### config.mk
export PLATFORM = sky130hd
export DESIGN_NAME = mult_sequencer
export DESIGN_NICKNAME = d
export VERILOG_FILES = /design/src/rtl/mult_sequencer.sv
export SDC_FILE = /design/constraint.sdc
export NUM_CORES = 1
export LEC_CHECK = 0
export CORE_MARGIN = 8
export CORE_UTILIZATION = 39
export DETAILED_ROUTE_END_ITERATION = 7
export HOLD_SLACK_MARGIN = 0.02
export MAX_ROUTING_LAYER = met4
export PLACE_DENSITY = 0.66
export REMOVE_ABC_BUFFERS = 1
export SYNTH_ARGS = -nofsm -noshare
export SYNTH_HDL_FRONTEND = slang
export SYNTH_SLANG_ARGS = --single-unit
### constraint.sdc
create_clock -name clk -period 6.85 [get_ports clk]
set_clock_uncertainty 0.15 [all_clocks]
set_input_delay 1.37 -clock clk [delete_from_list [all_inputs] [get_ports clk]]
set_output_delay 1.37 -clock clk [all_outputs]
set_load 0.02 [all_outputs]
### src/rtl/mult_sequencer.sv
// Multi-cycle radix-2 shift-add multiplier with HI/LO ownership for the MIPS core.
// Signed operands are converted to magnitudes, multiplied unsigned, and the sign is restored in FIN.
module mult_sequencer #(
  parameter int WIDTH = 32,
  parameter int CNT_W = 6
) (
  input  logic             clk,
  input  logic             Reset,
  input  logic             Start_mult,
  input  logic             Mult_sign,
  input  logic [WIDTH-1:0] A,
  input  logic [WIDTH-1:0] B,
  input  logic             Rd_hilo,
  output logic [WIDTH-1:0] Hi,
  output logic [WIDTH-1:0] Lo,
  output logic             Mult_busy,
  output logic             Mult_done,
  output logic             Mult_stall
);

  typedef enum logic [1:0] {IDLE, CALC, FIN} state_t;

  localparam logic [CNT_W-1:0] LAST = CNT_W'(WIDTH - 1);

  state_t             state, state_next;
  logic [WIDTH-1:0]   mcand, mplier;
  logic [2*WIDTH-1:0] acc;
  logic [CNT_W-1:0]   cnt;
  logic               neg;
  logic               done;

  // Two's-complement magnitude; the most negative value maps to 2**(WIDTH-1) unsigned.
  function automatic logic [WIDTH-1:0] magnitude(input logic [WIDTH-1:0] v, input logic sgn);
    logic [WIDTH-1:0] r;
    r = v;
    if (sgn && v[WIDTH-1]) r = ~v + 1'b1;
    return r;
  endfunction

  function automatic logic [2*WIDTH-1:0] apply_sign(input logic [2*WIDTH-1:0] v, input logic n);
    return n ? (~v + 1'b1) : v;
  endfunction

  always_ff @(posedge clk or negedge Reset) begin
    if (!Reset) state <= IDLE;
    else        state <= state_next;
  end

  always_comb begin
    state_next = state;
    case (state)
      IDLE:    if (Start_mult) state_next = CALC;
      CALC:    if (cnt == LAST) state_next = FIN;
      FIN:     state_next = IDLE;
      default: state_next = IDLE;
    endcase
  end

  always_ff @(posedge clk or negedge Reset) begin
    if (!Reset) begin
      mcand  <= '0;
      mplier <= '0;
      acc    <= '0;
      cnt    <= '0;
      neg    <= 1'b0;
      done   <= 1'b0;
      Hi     <= '0;
      Lo     <= '0;
    end else begin
      done <= 1'b0;
      case (state)
        IDLE: begin
          if (Start_mult) begin
            mcand  <= magnitude(A, Mult_sign);
            mplier <= magnitude(B, Mult_sign);
            neg    <= Mult_sign & (A[WIDTH-1] ^ B[WIDTH-1]);
            acc    <= '0;
            cnt    <= '0;
          end
        end
        CALC: begin
          if (mplier[0]) acc <= acc + ({{WIDTH{1'b0}}, mcand} << cnt);
          mplier <= mplier >> 1;
          cnt    <= cnt + 1'b1;
        end
        FIN: begin
          {Hi, Lo} <= apply_sign(acc, neg);
          done     <= 1'b1;
        end
        default: ;
      endcase
    end
  end

  // Stall follows busy, so it drops in the done cycle when the new Hi/Lo are already readable.
  assign Mult_busy  = (state != IDLE);
  assign Mult_done  = done;
  assign Mult_stall = Mult_busy & Rd_hilo;

endmodule

# == Yosys cells after proc, flatten, opt, wreduce, memory -nomap -nowiden ==
# Cells that the tools add are included.
# word_totals
register_bits,202
input_bits,69
out_inout_bits,67
word_cells,50
# classes
n_addsub,5
n_eq_ne,6
shift,1
mux,14
bitwise,6
reduce_logical,9
# op_table
operator,count
64-bit 2-to-1 mux,3
64-bit case mux with 2 select lines,1
32-bit 2-to-1 mux,3
"32-bit by 1-bit adder with 32-bit output, second input constant",2
"64-bit by 1-bit adder with 64-bit output, second input constant",1
64-bit adder,1
32-bit NOT,2
64-bit NOT,1
32-bit case mux with 2 select lines,1
32-bit by 6-bit left shift with 64-bit output,1
6-bit case mux with 2 select lines,1
"6-bit by 1-bit adder with 6-bit output, second input constant",1
"6-bit by 5-bit == test with 1-bit output, second input constant",1
6-bit 2-to-1 mux,1
"2-bit != test, second input constant",3
2-bit AND reduction,3
2-bit 2-to-1 mux,2
2-bit case mux with 2 select lines,1
2-bit nonzero test,2
3-bit AND reduction,1
1-bit bitwise AND,2
"2-bit by 1-bit == test with 1-bit output, second input constant",1
"2-bit == test, second input constant",1
1-bit logical AND,2
3 further kinds,3

# == Longest topological paths before layout ==
# logic_depth
ltp_word,5
mapped_depth,24
ltp_nobuf,20

# == Least setup slack after synthesis ==
# Ideal clock, no wire load.
# synth_path
path_kind,reg2reg
from,reg cnt[0]
to,reg acc[63]
setup_time_ps,121
t_arrival_ps,4543
required_ps,6579
setup_slack_ps,2036
path_stages_with_launch,20
path_buffers,4
synth_period_minus_slack_ps,4814
path_cell_list,dfrtp_1 buf_2 buf_2 buf_2 mux4_2 mux2_2 o21ai_0 mux2i_1 and2_1 ha_1 clkbuf_1 nand4_1 nor3_1 and2_1 and3_1 a31oi_1 o41ai_1 mux2i_1 nand3_1 a22o_1
# synth_between
elab_chain_len,4
# synth_rtl
item,line_no,text
"start, declared",28,logic [CNT_W-1:0] cnt;
"start signal, assigned",84,cnt <= cnt + 1'b1;
32-bit by 6-bit left shift with 64-bit output,82,"if (mplier[0]) acc <= acc + ({{WIDTH{1'b0}}, mcand} << cnt);"
64-bit adder,82,
64-bit 2-to-1 mux,82,
64-bit case mux with 2 select lines,71,case (state)
"end signal, assigned",82,
"end, declared",27,logic [2*WIDTH-1:0] acc;
# Every way passes these cells. The select of a mux whose other input is x is not followed.
# A chain may end at the register's enable or synchronous reset.

# == Final worst setup path ==
# Same ends and word-level chain as after synthesis.

==> flow_summary_export.csv <==
group,metric,value,unit
power,powerDensity,487,mW/mm^2
placement,pre_cts_slack,1090,ps
clock_tree,clk_pin_slew,70,ps
synthesis,yosys_warnings,0,
critical_path,cp_top_family,"compound AO/OA/AOI/OAI gates",
critical_path,worstSetupStartpointType,"flip-flop",
synthesis,synthFlopType,"dfrtp_1",
synthesis,synthTopCellsByArea,"dfrtp_1 32%, o21ai_0 8.8%, nand2_1 7.3%",
die,core,0.0406,mm^2
clock_tree,worstSkewPairLatency,530,ps
timing,drv_slew,0,
critical_path,max_stage_delay,1030,ps
grt,gr-total-overflow,0,
synthesis,yosys.area.top_type_share,31.8,%
clock_tree,cts.sink_count,202,
job,maxCapViolations,0,
clock_tree,cts_buffers,23,
power,sw_frac_of_total,49.8,%
placement,io_buffers,135,
critical_path,cp_max_fo,43,
synthesis,synth-async-reset-ratio,100,%
route,vias_per_cell,5.63,
timing,setup_slack,1050,ps
critical_path,endpoint_kind,"flip-flop",
clock_tree,cts-htree-levels,1,
synthesis,synth_top_area_cell,"dfrtp_1",
route,drc,0,
power,p_int,4.49,mW
synthesis,avgSynthCellArea,8.14,um^2
clock_tree,clockBufferDepth,3,
timing,timing.fmax,172,MHz
timing,finalSetupTns,0,ps
grt,grt_max_degree,110,
final_layout,nFillCells,4087,
timing,hold-worst-slack,326,ps
die,die_h,218,um
die,start_util,39.2,%
route,ant_nets,0,
route,vias,14400,
die,num_rows,74,
timing,setup_violations,0,
power,sequentialPowerShare,23.0,%
status,status,"finished, final reports clean",
synthesis,seq_area_frac_synth,31.8,%
grt,grt_usage,19.8,%
final_layout,num-nets-final,2145,
route,routedWlPerCell,18.3,um
timing,hold_viol,0,
final_layout,antenna_cells,0,
clock_tree,cts_setup_buffers,0,
critical_path,cp_common_cell,"mux2i_1",
placement,dp.cells,2515,
min_path,hp-class,"reg2reg",
critical_path,slowest_stage,"dfrtp_2",
critical_path,worstPathRequired,7130,ps
synthesis,yosys_register_bits,202,
timing,rsz0062_at_grt,"false",
critical_path,cp_data_arrival_time,6080,ps
synthesis,ys_types,75,
final_layout,syn2layout_area_growth,15.5,%
synthesis,syn_area,0.0159,mm^2
die,ios,136,
power,switchingPower,4.46,mW
timing,fin_crit_sh,84.6,%
route,drtIter0Drc,1174,
route,dr.pass1.iters,6,
critical_path,path_class,"reg2reg",
timing,worst_pin_slew,1060,ps
timing,slew_headroom,29.6,%
final_layout,stdcell_count,2555,
clock_tree,cts_hold_buf,0,
synthesis,syn_inst,1955,
power,peakVddDrop,0.218,mV
power,p_leak,7.67,nW
grt,grt_pass1_wl,75700,um
placement,hpwl,36000,um
clock_tree,post_cts_resized,0,
power,clockPowerShare,13.9,%
critical_path,path_cells,"mux4_2 -> mux2_2 -> o21ai_0 -> mux2i_1 -> and2_1 -> ha_1 -> a21o_1 -> a21oi_1 -> nor2_1 -> o311ai_0 -> o211ai_1 -> a31oi_1 -> o41ai_1 -> mux2i_1 -> a41o_1 -> a22o_1",
placement,routabilityCongestion,0.994,
die,die_w,218,um
die,dieArea,0.0475,mm^2
grt,grt_pass1_vias,13900,
timing,finalWorstPathRequiredPeriod,5800,ps
clock_tree,tritoncts,"yes",
final_layout,layout-drive-gt1-share,6.13,%
synthesis,synth_edf_count,0,
route,drt-total-wl,46800,um
grt,grt_antenna_before_repair,0,
clock_tree,clockRootBuffer,"clkbuf_16",
power,p_comb_share,63.1,%
critical_path,crit_buf_inv,0,
[cell usage after synthesis, drive strengths merged, types with 10 or more instances]
master	n
or3	17
o21ai	291
nand2	313
dfrtp	202
clkbuf	109
buf	14
a22oi	32
a21oi	121
xnor2	71
ha	67
nand4	27
a22o	10
mux2	16
mux4	23
and2	25
nand3	31
o22ai	18
or4	10
nor2	106
nor3	30
nor4	18
nand2b	18
a31oi	13
inv	40
o31ai	27
xor2	104
o41ai	18
mux2i	38
o21bai	21
a21o	33
[sequential cells by signal (all words and copies together) (netlist names)]
name       count
Hi            32
Lo            32
Mult_done      1
acc           64
cnt            6
mcand         32
mplier        32
neg            1
state          2
[power by group through the flow]
stage | combinational [mW] | clock [mW] | sequential (mW)
finish | 5.64 | 1.24 | 2.06
global route | 6.23 | 1.33 | 2.12
CTS | 5.59 | 1.28 | 2.05
detailed placement | 5.56 | 0 | 2.07
global placement | 5.55 | 0 | 2.05
floorplan | 4.11 | 0 | 1.95
[logic make-up after synthesis]
family / Yosys count / synth area share, %
mux: 77 / 6.78
simple gates: 630 / 18.3
xor+xnor: 175 / 9.63
fa+ha+maj: 68 / 5.39
compound gates: 639 / 24.2
flops: 202 / 31.8
buf+inv: 164 / 3.95
[layout by cell type, fill, tap and decap left out, types with 10 or more instances in the layout]
cell type,count
clkbuf_16,23
a31oi_1,13
nand4_1,27
nand2_1,310
nor4_1,16
o41ai_1,17
o31ai_1,27
nand2b_1,16
o22ai_1,18
nor2_1,104
and2_1,25
o21bai_1,21
buf_4,14
inv_1,40
a22oi_1,32
or3_1,15
a21oi_1,120
dfrtp_1,200
clkdlybuf4s50_1,134
xor2_1,104
xnor2_1,71
o21ai_0,280
mux2i_1,38
mux2_2,16
nor3_1,29
mux4_2,23
nand3_1,31
a21o_1,33
ha_1,67
a22o_1,10
[cell type report]
type                            instances  area, um^2  area share (%)
Timing Repair Buffer                  151        1500            8.16
Sequential cell                       202        5060            27.5
Clock inverter                          6        91.3           0.497
Clock buffer                           34         657            3.57
Multi-Input combinational cell       1589       10300            55.8
Inverter                               41         154           0.837
Tap cell                              532         666            3.62
[path summary, 6_finish.rpt]
kind                       slack (ps)  cells past startpoint  startpoint       to
setup / recovery                 1050                     16      cnt[0]  acc[63]
hold / removal                    330                      2       Hi[9]    Hi[9]
setup reg to reg                 1050                     16      cnt[0]  acc[63]
hold reg to reg                   330                      2       Hi[9]    Hi[9]
max in group asynchronous        4730                      2       Reset      neg
min in group asynchronous         720                      1       Reset    Lo[2]
[worst min-delay path: stages, from the launching register on]
cell and delay (ps):
dfrtp_1 340, nand2_1 40, o21ai_0 60
[routing by layer]
metal  GRT usage (%)  vias up  wire (um)
met3            2.23       57       1940
met5               -        -          0
met4            5.28        0       1050
met1            26.8     6798      22200
met2            31.1      360      21600
li1                -     7171          -
[metrics by stage]
stage | util, % | instance area, um^2 | total power [mW]
floorplan | - | 15400 | 6.06
global placement | 43.5 | 17600 | 7.60
detailed placement | 43.5 | 17600 | 7.64
CTS | 45.3 | 18400 | 8.92
global route | 45.3 | 18400 | 9.68
finish | 45.3 | 18400 | 8.94
(Power assumes the default switching activity.)
